### config.mk
export PLATFORM = sky130hd
export DESIGN_NAME = cmp_sched
export DESIGN_NICKNAME = d
export VERILOG_FILES = /design/src/rtl/cmp_pkg.sv /design/src/rtl/rr_arbiter.sv /design/src/rtl/cmp_sched.sv
export SDC_FILE = /design/constraint.sdc
export NUM_CORES = 1
export LEC_CHECK = 0
export ABC_CLOCK_PERIOD_IN_PS = 24100
export CAP_MARGIN = 20
export CORE_ASPECT_RATIO = 0.5
export CORE_MARGIN = 3
export CORE_UTILIZATION = 41
export DETAILED_ROUTE_END_ITERATION = 8
export PLACE_DENSITY = 0.95
export SYNTH_ARGS = -nofsm -noshare
export SYNTH_HDL_FRONTEND = slang
export SYNTH_SLANG_ARGS = --single-unit
### constraint.sdc
create_clock -name clk -period 24.1 [get_ports clk]
set_clock_uncertainty 0.15 [all_clocks]
set_input_delay 2.41 -clock clk [delete_from_list [all_inputs] [get_ports clk]]
set_output_delay 2.41 -clock clk [all_outputs]
set_load 0.02 [all_outputs]
### src/rtl/cmp_pkg.sv
// +--------------------------------------------------------------------+
// | cmp_pkg : opcodes, widths and result decode for the compare unit    |
// | Rev 1.0                                                             |
// +--------------------------------------------------------------------+
`default_nettype none

package cmp_pkg;

    localparam int CMP_W = 32;

    localparam logic [1:0] OP_SLT  = 2'b00;
    localparam logic [1:0] OP_SLTU = 2'b01;
    localparam logic [1:0] OP_BNE  = 2'b10;
    localparam logic [1:0] OP_BEQ  = 2'b11;

    // Select the single result bit from the subtractor flags.
    function automatic logic cmp_decode(
        input logic [1:0] op,
        input logic       lt_s,
        input logic       lt_u,
        input logic       eq
    );
        logic res;
        case (op)
            OP_SLT:  res = lt_s;
            OP_SLTU: res = lt_u;
            OP_BNE:  res = !eq;
            default: res = eq;
        endcase
        return res;
    endfunction

endpackage

`default_nettype wire

### src/rtl/rr_arbiter.sv
// +--------------------------------------------------------------------+
// | rr_arbiter : round-robin pick starting at ptr, one-hot + index out  |
// | Rev 1.0                                                             |
// +--------------------------------------------------------------------+
`default_nettype none

module rr_arbiter #(
    parameter int NREQ = 4,
    parameter int IDW  = 3
) (
    input  logic [NREQ-1:0] req,
    input  logic [IDW-1:0]  ptr,
    input  logic            en,
    output logic [NREQ-1:0] gnt,
    output logic [IDW-1:0]  gnt_idx,
    output logic            gnt_valid
);

    logic [2*NREQ-1:0] w_rot;
    logic [IDW-1:0]    w_off;
    logic [IDW:0]      w_sum;

    // Rotating the doubled vector puts requester ptr at bit 0.
    assign w_rot = {req, req} >> ptr;

    always_comb begin
        gnt_valid = 1'b0;
        w_off     = '0;
        for (int j = NREQ - 1; j >= 0; j--) begin
            if (w_rot[j]) begin
                gnt_valid = 1'b1;
                w_off     = IDW'(j);
            end
        end
    end

    always_comb begin
        w_sum = {1'b0, ptr} + {1'b0, w_off};
        if (w_sum >= (IDW+1)'(NREQ)) begin
            w_sum = w_sum - (IDW+1)'(NREQ);
        end
    end

    assign gnt_idx = w_sum[IDW-1:0];

    always_comb begin
        gnt = '0;
        for (int i = 0; i < NREQ; i++) begin
            gnt[i] = en && gnt_valid && (gnt_idx == IDW'(i));
        end
    end

endmodule

`default_nettype wire

### src/rtl/cmp_sched.sv
// +--------------------------------------------------------------------+
// | cmp_sched : round-robin shared 32-bit compare unit, valid/ready out |
// | Rev 1.0                                                             |
// +--------------------------------------------------------------------+
`default_nettype none

module cmp_sched
    import cmp_pkg::*;
#(
    parameter int NREQ = 4,
    parameter int IDW  = 3
) (
    input  logic                 clk,
    input  logic                 reset_n,
    input  logic [NREQ-1:0]      req_valid,
    input  logic [2*NREQ-1:0]    req_op,
    input  logic [32*NREQ-1:0]   req_a,
    input  logic [32*NREQ-1:0]   req_b,
    output logic [NREQ-1:0]      req_ready,
    output logic                 rsp_valid,
    input  logic                 rsp_ready,
    output logic [IDW-1:0]       rsp_id,
    output logic [31:0]          rsp_result
);

    logic [IDW-1:0]   ptr_q, ptr_d;
    logic             rsp_valid_q, rsp_valid_d;
    logic [IDW-1:0]   rsp_id_q, rsp_id_d;
    logic [CMP_W-1:0] rsp_result_q, rsp_result_d;

    logic             w_can_accept;
    logic             w_accept;
    logic [IDW-1:0]   w_gnt_idx;
    logic             w_gnt_valid;
    logic [1:0]       w_op;
    logic [CMP_W-1:0] w_a, w_b;
    logic [CMP_W:0]   w_sum;
    logic [CMP_W-1:0] w_diff;
    logic             w_ovf;
    logic             w_res;

    // A held result may be replaced in the same cycle it drains.
    assign w_can_accept = !rsp_valid_q || rsp_ready;

    rr_arbiter #(
        .NREQ (NREQ),
        .IDW  (IDW)
    ) u_arb (
        .req       (req_valid),
        .ptr       (ptr_q),
        .en        (w_can_accept),
        .gnt       (req_ready),
        .gnt_idx   (w_gnt_idx),
        .gnt_valid (w_gnt_valid)
    );

    assign w_accept = w_gnt_valid && w_can_accept;

    // AND-OR operand mux keyed by the one-hot grant.
    always_comb begin
        w_op = '0;
        w_a  = '0;
        w_b  = '0;
        for (int i = 0; i < NREQ; i++) begin
            w_op = w_op | ({2{req_ready[i]}}     & req_op[2*i +: 2]);
            w_a  = w_a  | ({CMP_W{req_ready[i]}} & req_a[CMP_W*i +: CMP_W]);
            w_b  = w_b  | ({CMP_W{req_ready[i]}} & req_b[CMP_W*i +: CMP_W]);
        end
    end

    assign w_sum  = {1'b0, w_a} + {1'b0, ~w_b} + {{CMP_W{1'b0}}, 1'b1};
    assign w_diff = w_sum[CMP_W-1:0];
    assign w_ovf  = (w_a[CMP_W-1] != w_b[CMP_W-1]) && (w_diff[CMP_W-1] != w_a[CMP_W-1]);
    assign w_res  = cmp_decode(w_op,
                               w_diff[CMP_W-1] ^ w_ovf,
                               !w_sum[CMP_W],
                               w_diff == '0);

    always_comb begin
        ptr_d        = ptr_q;
        rsp_valid_d  = rsp_valid_q;
        rsp_id_d     = rsp_id_q;
        rsp_result_d = rsp_result_q;
        if (w_accept) begin
            rsp_valid_d  = 1'b1;
            rsp_id_d     = w_gnt_idx;
            rsp_result_d = {{(CMP_W-1){1'b0}}, w_res};
            ptr_d        = (w_gnt_idx == IDW'(NREQ - 1)) ? '0 : w_gnt_idx + 1'b1;
        end else if (rsp_ready) begin
            rsp_valid_d  = 1'b0;
        end
    end

    always_ff @(posedge clk or negedge reset_n) begin
        if (!reset_n) begin
            ptr_q        <= '0;
            rsp_valid_q  <= 1'b0;
            rsp_id_q     <= '0;
            rsp_result_q <= '0;
        end else begin
            ptr_q        <= ptr_d;
            rsp_valid_q  <= rsp_valid_d;
            rsp_id_q     <= rsp_id_d;
            rsp_result_q <= rsp_result_d;
        end
    end

    assign rsp_valid  = rsp_valid_q;
    assign rsp_id     = rsp_id_q;
    assign rsp_result = rsp_result_q;

endmodule

`default_nettype wire

# After elaboration in Yosys (flattened, before gate mapping)
# Index checks and enable logic that the tools add are counted.
[totals] in_bits=271 reg_bits=8
[op_classes] magnitude_cmp=1 n_eq_ne=7 shift=1 bitwise_logic=23 mux=13 reduce_logical=14 addsub=5
[op_table] operator="$and A32 B32 Y32" count=8
[op_table] operator="$or A32 B32 Y32" count=6
[op_table] operator="$add A32 B32 Y33" count=1
[op_table] operator="$add A33 B1 Y33 const B" count=1
[op_table] operator="$logic_not A32 Y1" count=1
[op_table] operator="$not A32 Y32" count=1
[op_table] operator="$and A2 B2 Y2" count=4
[op_table] operator="$mux W2" count=4
[op_table] operator="$shr A8 B3 Y4" count=1
[op_table] operator="$eq A3 B2 Y1 const B" count=2
[op_table] operator="$logic_and A1 B1 Y1" count=6
[op_table] operator="$mux W1" count=6
[op_table] operator="$mux W3" count=2
[op_table] operator="$or A2 B2 Y2" count=3
[op_table] operator="$add A3 B2 Y4" count=1
[op_table] operator="$ge A4 B3 Y1 const B" count=1
[op_table] operator="$add A3 B1 Y3 const B" count=1
[op_table] operator="$eq A3 B1 Y1 const B" count=1
[op_table] operator="$logic_not A1 Y1" count=3
[op_table] operator="$logic_not A3 Y1" count=1
[op_table] operator="$pmux W1 S3" count=1
[op_table] operator="$sub A3 B3 Y3 const B" count=1
[op_table] operator="$eq A2 B1 Y1 const B" count=1
[op_table] operator="$eq A2 B2 Y1 const B" count=1
[op_table] operator="other kinds (5)" count=6

# Longest topological paths before layout
[depth] word_depth=21 mapped_depth=40 ltp_nobuf=35

# Hierarchy
# Synthesis repeated with hierarchy kept, for this count alone.
[unflattened] hier_cells=583 hier_area_um2=4205.3
[modules_own_cells] module="cmp_sched" seq_area_each_um2=200.2 area_per_inst_um2=3906.2 n_inst=1 cells_each=542
[modules_own_cells] module="rr_arbiter" seq_area_each_um2=0.0 area_per_inst_um2=299.0 n_inst=1 cells_each=41

# Least setup slack after synthesis
# OpenSTA, ideal clock, no wires.
[synth_path] kind="in2reg" startpoint="in req_valid[0]" endpoint="reg rsp_result_q[0] (netlist: rsp_result[0])" arrival_time_ps=9750 cell_stages=39 required_time_ps=23825 path_buffers=4 setup_time_ps=125 slack_ps=14076 cell_sequence="nor2_1 > or3_1 > a21oi_1 > a21oi_1 > a21oi_1 > a21oi_1 > o21ai_0 > ha_1 > fa_1 > nand2_1 > nor2_1 > a211oi_1 > and2_1 > clkbuf_1 > clkbuf_1 > clkbuf_1 > a22oi_1 > nand2_1 > (+3 left out) > o21ai_0 > or2_2 > a211o_1 > nand3_1 > a31o_2 > nand2b_1 > a21oi_1 > o21bai_1 > fa_1 > nor3b_1 > o2111ai_1 > nor4_1 > nand4_1 > a2111oi_4 > nand4_1 > or4_1 > nor4b_2 > mux2_2"
[synth_via] elab_cells_between_ends=57
[synth_rtl] element="start, declared" line="cmp_sched.sv:15" rtl="input logic [NREQ-1:0] req_valid,"
[synth_rtl] element="$shr A8 B3 Y4 *" line="rr_arbiter.sv:24" rtl="assign w_rot = {req, req} >> ptr;"
[synth_rtl] element="$mux W2 (4 in series)" line="rr_arbiter.sv:30" rtl="if (w_rot[j]) begin"
[synth_rtl] element="$add A3 B2 Y4" line="rr_arbiter.sv:38" rtl="w_sum = {1'b0, ptr} + {1'b0, w_off};"
[synth_rtl] element="$ge A4 B3 Y1 / $sub A3 B3 Y3 (equally long branches)" line="rr_arbiter.sv:39, rr_arbiter.sv:40"
[synth_rtl] element="$mux W3" line="rr_arbiter.sv:39" rtl="if (w_sum >= (IDW+1)'(NREQ)) begin"
[synth_rtl] element="$eq A3 B2 Y1" line="rr_arbiter.sv:49" rtl="gnt[i] = en && gnt_valid && (gnt_idx == IDW'(i));"
[synth_rtl] element="$logic_and A1 B1 Y1 *" line="rr_arbiter.sv:49"
[synth_rtl] element="net req_ready[3]" line="cmp_sched.sv:19" rtl="output logic [NREQ-1:0] req_ready,"
[synth_rtl] element="parallel branches: the longest is 8 deep, another holds $add A32 B32 Y33"
[synth_rtl] element="$pmux W1 S3 *" line="cmp_pkg.sv:24" rtl="case (op)"
[synth_rtl] element="end signal, assigned" line="cmp_sched.sv:104" rtl="rsp_result_q <= rsp_result_d;"
[synth_rtl] element="end, declared" line="cmp_sched.sv:29" rtl="logic [CMP_W-1:0] rsp_result_q, rsp_result_d;"
# Mark *: on every way through the listed nets, which the timed path passes.
# A chain may end at the register's enable or synchronous reset.

# Worst setup path in the final report
[layout_path] startpoint="in req_valid[2]" endpoint="reg rsp_result_q[0] (netlist: rsp_result[0])"
[layout_via] elab_chain_cells=21 elab_cells_between_ends=57
[layout_rtl] element="$shr A8 B3 Y4 *" line="rr_arbiter.sv:24"
[layout_rtl] element="parallel branches: the longest is 20 deep, another holds $add A3 B2 Y4"
# Every way passes the cells marked *.

==> results.cfg <==
[clock_tree]
cts_max_level = 1
cts-root-buf = clkbuf_16
clkTransAtPathRegs_ps = 40
cts_buffers = 3
cts.path.max_buffers = 2
clk_latency_ps = 240
clkSinkCount = 8
cts_tree = built
hold_buffers = 0
post_cts_buffers = 0
cts_resized = 0

[layout]
n_antenna_cell = 0
final_cell_mix = clkdlybuf4s50_1 (279), nand2_1 (69), a22oi_1 (63)
final_common_cell = clkdlybuf4s50_1
fin_cells = 1029
fillers = 860
syn_to_final_growth_pct = 58.0
layout-drive-gt1-share = 0.0416
nets = 1203

[route]
wl_per_cell_um = 22.2
dr.pass1.iters = 5
vias = 6550
wl_met1_um = 9470
drt_iter0_drc = 622
met2_wirelength_um = 10700
drc_errors = 0
maxUsedRoutingLayer = met4
ant_nets = 0
met3_length_um = 2130
drt_wl_total_um = 22900
vias_per_cell = 6.37

[timing]
fmax_ghz = 0.0850
rsz0062_at_grt = false
finalCritPeriodShare = 0.488
fin_setup_tns_ps = 0
setup_viol = 0
fin_crit_ps = 11770
timing.slew.headroom = 0.486
fin_ws_ps = 12330
worst_pin_slew_ps = 771
drv_slew = 0
final_hold_viol_count = 0

[grt]
grt_pass1_vias = 6258
antenna_found_initial = 0
global_route.overflow_total = 0
grt_pass1_wl_um = 34000
grt_start_max_net_pins = 55
grt.total_usage = 0.338

[die]
core_mm2 = 0.0106
io_pins = 311
num_rows = 26
die_area_mm2 = 0.0128
die_w_um = 157
die_h_um = 81.5
initial_utilization = 0.439

[synth]
synth_ff_type = dfrtp_1
yosysUniqueCellTypes = 76
ys_warn_count = 0
ys_ff_latch = 8
syn_avg_cell_area_um2 = 7.14
syn_inst = 654
synth-edff-count = 0
syn_area_mm2 = 0.00467
async_flop_share = 1.00
ys_seq_area_frac = 0.0429

[worst_setup_path]
crit_path_end_kind = flip-flop
crit_slowest_cell = and2_2
critical_path.startpoint_type = input pin
required_ps = 24070
path_class = in -> reg
arrival_ps = 11740
crit_top_cell = a21oi_1
slowest_delay_ps = 680
critPathMaxFanout = 34

[place]
gp_congestion = 1.02
place_inst = 1026
post-dp-hpwl_um = 19000
place_ws_ps = 12240
port_buffers = 279

[job]
cap_violations = 0

[status]
outcome = complete, no violations

[min_path]
hold_path_class = reg -> reg
[layer usage]
layer  vias to the layer above  track usage
met5                         -            0
met4                         0       0.0847
met3                        57       0.0684
met2                       393        0.594
met1                      3086        0.428
li1                       3014            -
[cells by family (layout without fill, tap and decap cells)]
group / count (synthesis) / in the layout / synth area share
DFF: 8 / 8 / 0.0429
other: 1 / 31 / 0.000803
and+or+nand+nor: 194 / 194 / 0.210
muxes: 10 / 10 / 0.0228
AOI/OAI and AO/OA: 293 / 293 / 0.481
xor gates and xnor gates: 4 / 4 / 0.00750
buffers and inverters: 103 / 308 / 0.121
adders and majority gates: 41 / 41 / 0.115
[Yosys cell counts (4+ instances only)]
master	instances	area [um^2]
a211oi_1	11	82.6
mux2_2	5	56.3
nor2_1	34	128
clkbuf_1	29	109
buf_2	5	25.0
nand2_1	69	259
ha_1	38	475
o21a_1	6	45.0
nand2b_1	11	68.8
nor2b_1	7	43.8
nand4b_1	4	35.0
mux2i_1	5	50.1
o211ai_1	9	67.6
and2_1	9	56.3
dfrtp_1	8	200
a22o_1	37	324
a221oi_1	36	315
buf_4	36	270
inv_1	22	82.6
a22oi_1	63	473
o21ai_0	27	135
a21o_1	8	60.1
a2111oi_0	5	43.8
nand4_1	12	75.1
nor3_1	11	55.1
a21oi_1	38	190
buf_1	6	22.5
nand3_1	12	60.1
o22ai_1	6	37.5
buf_6	5	56.3
[state kept, by name, indices dropped and copies added (netlist names)]
signal,cells
ptr_q,3
rsp_id,3
rsp_result,1
rsp_valid,1
[per-stage QoR]
step	hold slack, ps	area [um^2]	utilization
6_report	372	7380	0.693
5_1_grt	395	7380	0.693
4_1_cts	372	7380	0.693
3_5_place_dp	359	7300	0.686
3_3_place_gp	343	7300	0.686
2_1_floorplan	397	4780	-
[path summary, 6_finish.rpt]
path                                   start       endpoint  slack (ps)  cells after the start
worst max-delay path            req_valid[2]  rsp_result[0]       12330                     36
worst min-delay path               rsp_id[1]      rsp_id[1]         370                      1
worst max register to register      ptr_q[0]  rsp_result[0]       14430                     31
worst min register to register     rsp_id[1]      rsp_id[1]         370                      1
max in group asynchronous            reset_n      rsp_id[0]       21210                      1
min in group asynchronous            reset_n       ptr_q[1]        2320                      1
[cell type report]
cell class | count | area, um^2 | area share
Clock buffer | 3 | 75.1 | 0.0102
Sequential cell | 8 | 200 | 0.0271
Tap cell | 140 | 175 | 0.0237
Inverter | 22 | 82.6 | 0.0112
Timing Repair Buffer | 283 | 2820 | 0.383
Multi-Input combinational cell | 573 | 4020 | 0.545
[critical path: cells and delay by family]
| family | cells | cell delay [ps] |
|---|---|---|
| buffers and inverters | 2 | 1030 |
| AND/OR/NAND/NOR | 14 | 3330 |
| multiplexers | 1 | 370 |
| adder cells (fa/ha/maj) | 4 | 1630 |
| AO/OA/AOI/OAI | 15 | 2960 |
Power is left out: the tool's default activity adds up to more than one toggle a clock period on the data nets, which glitch-free logic cannot reach.
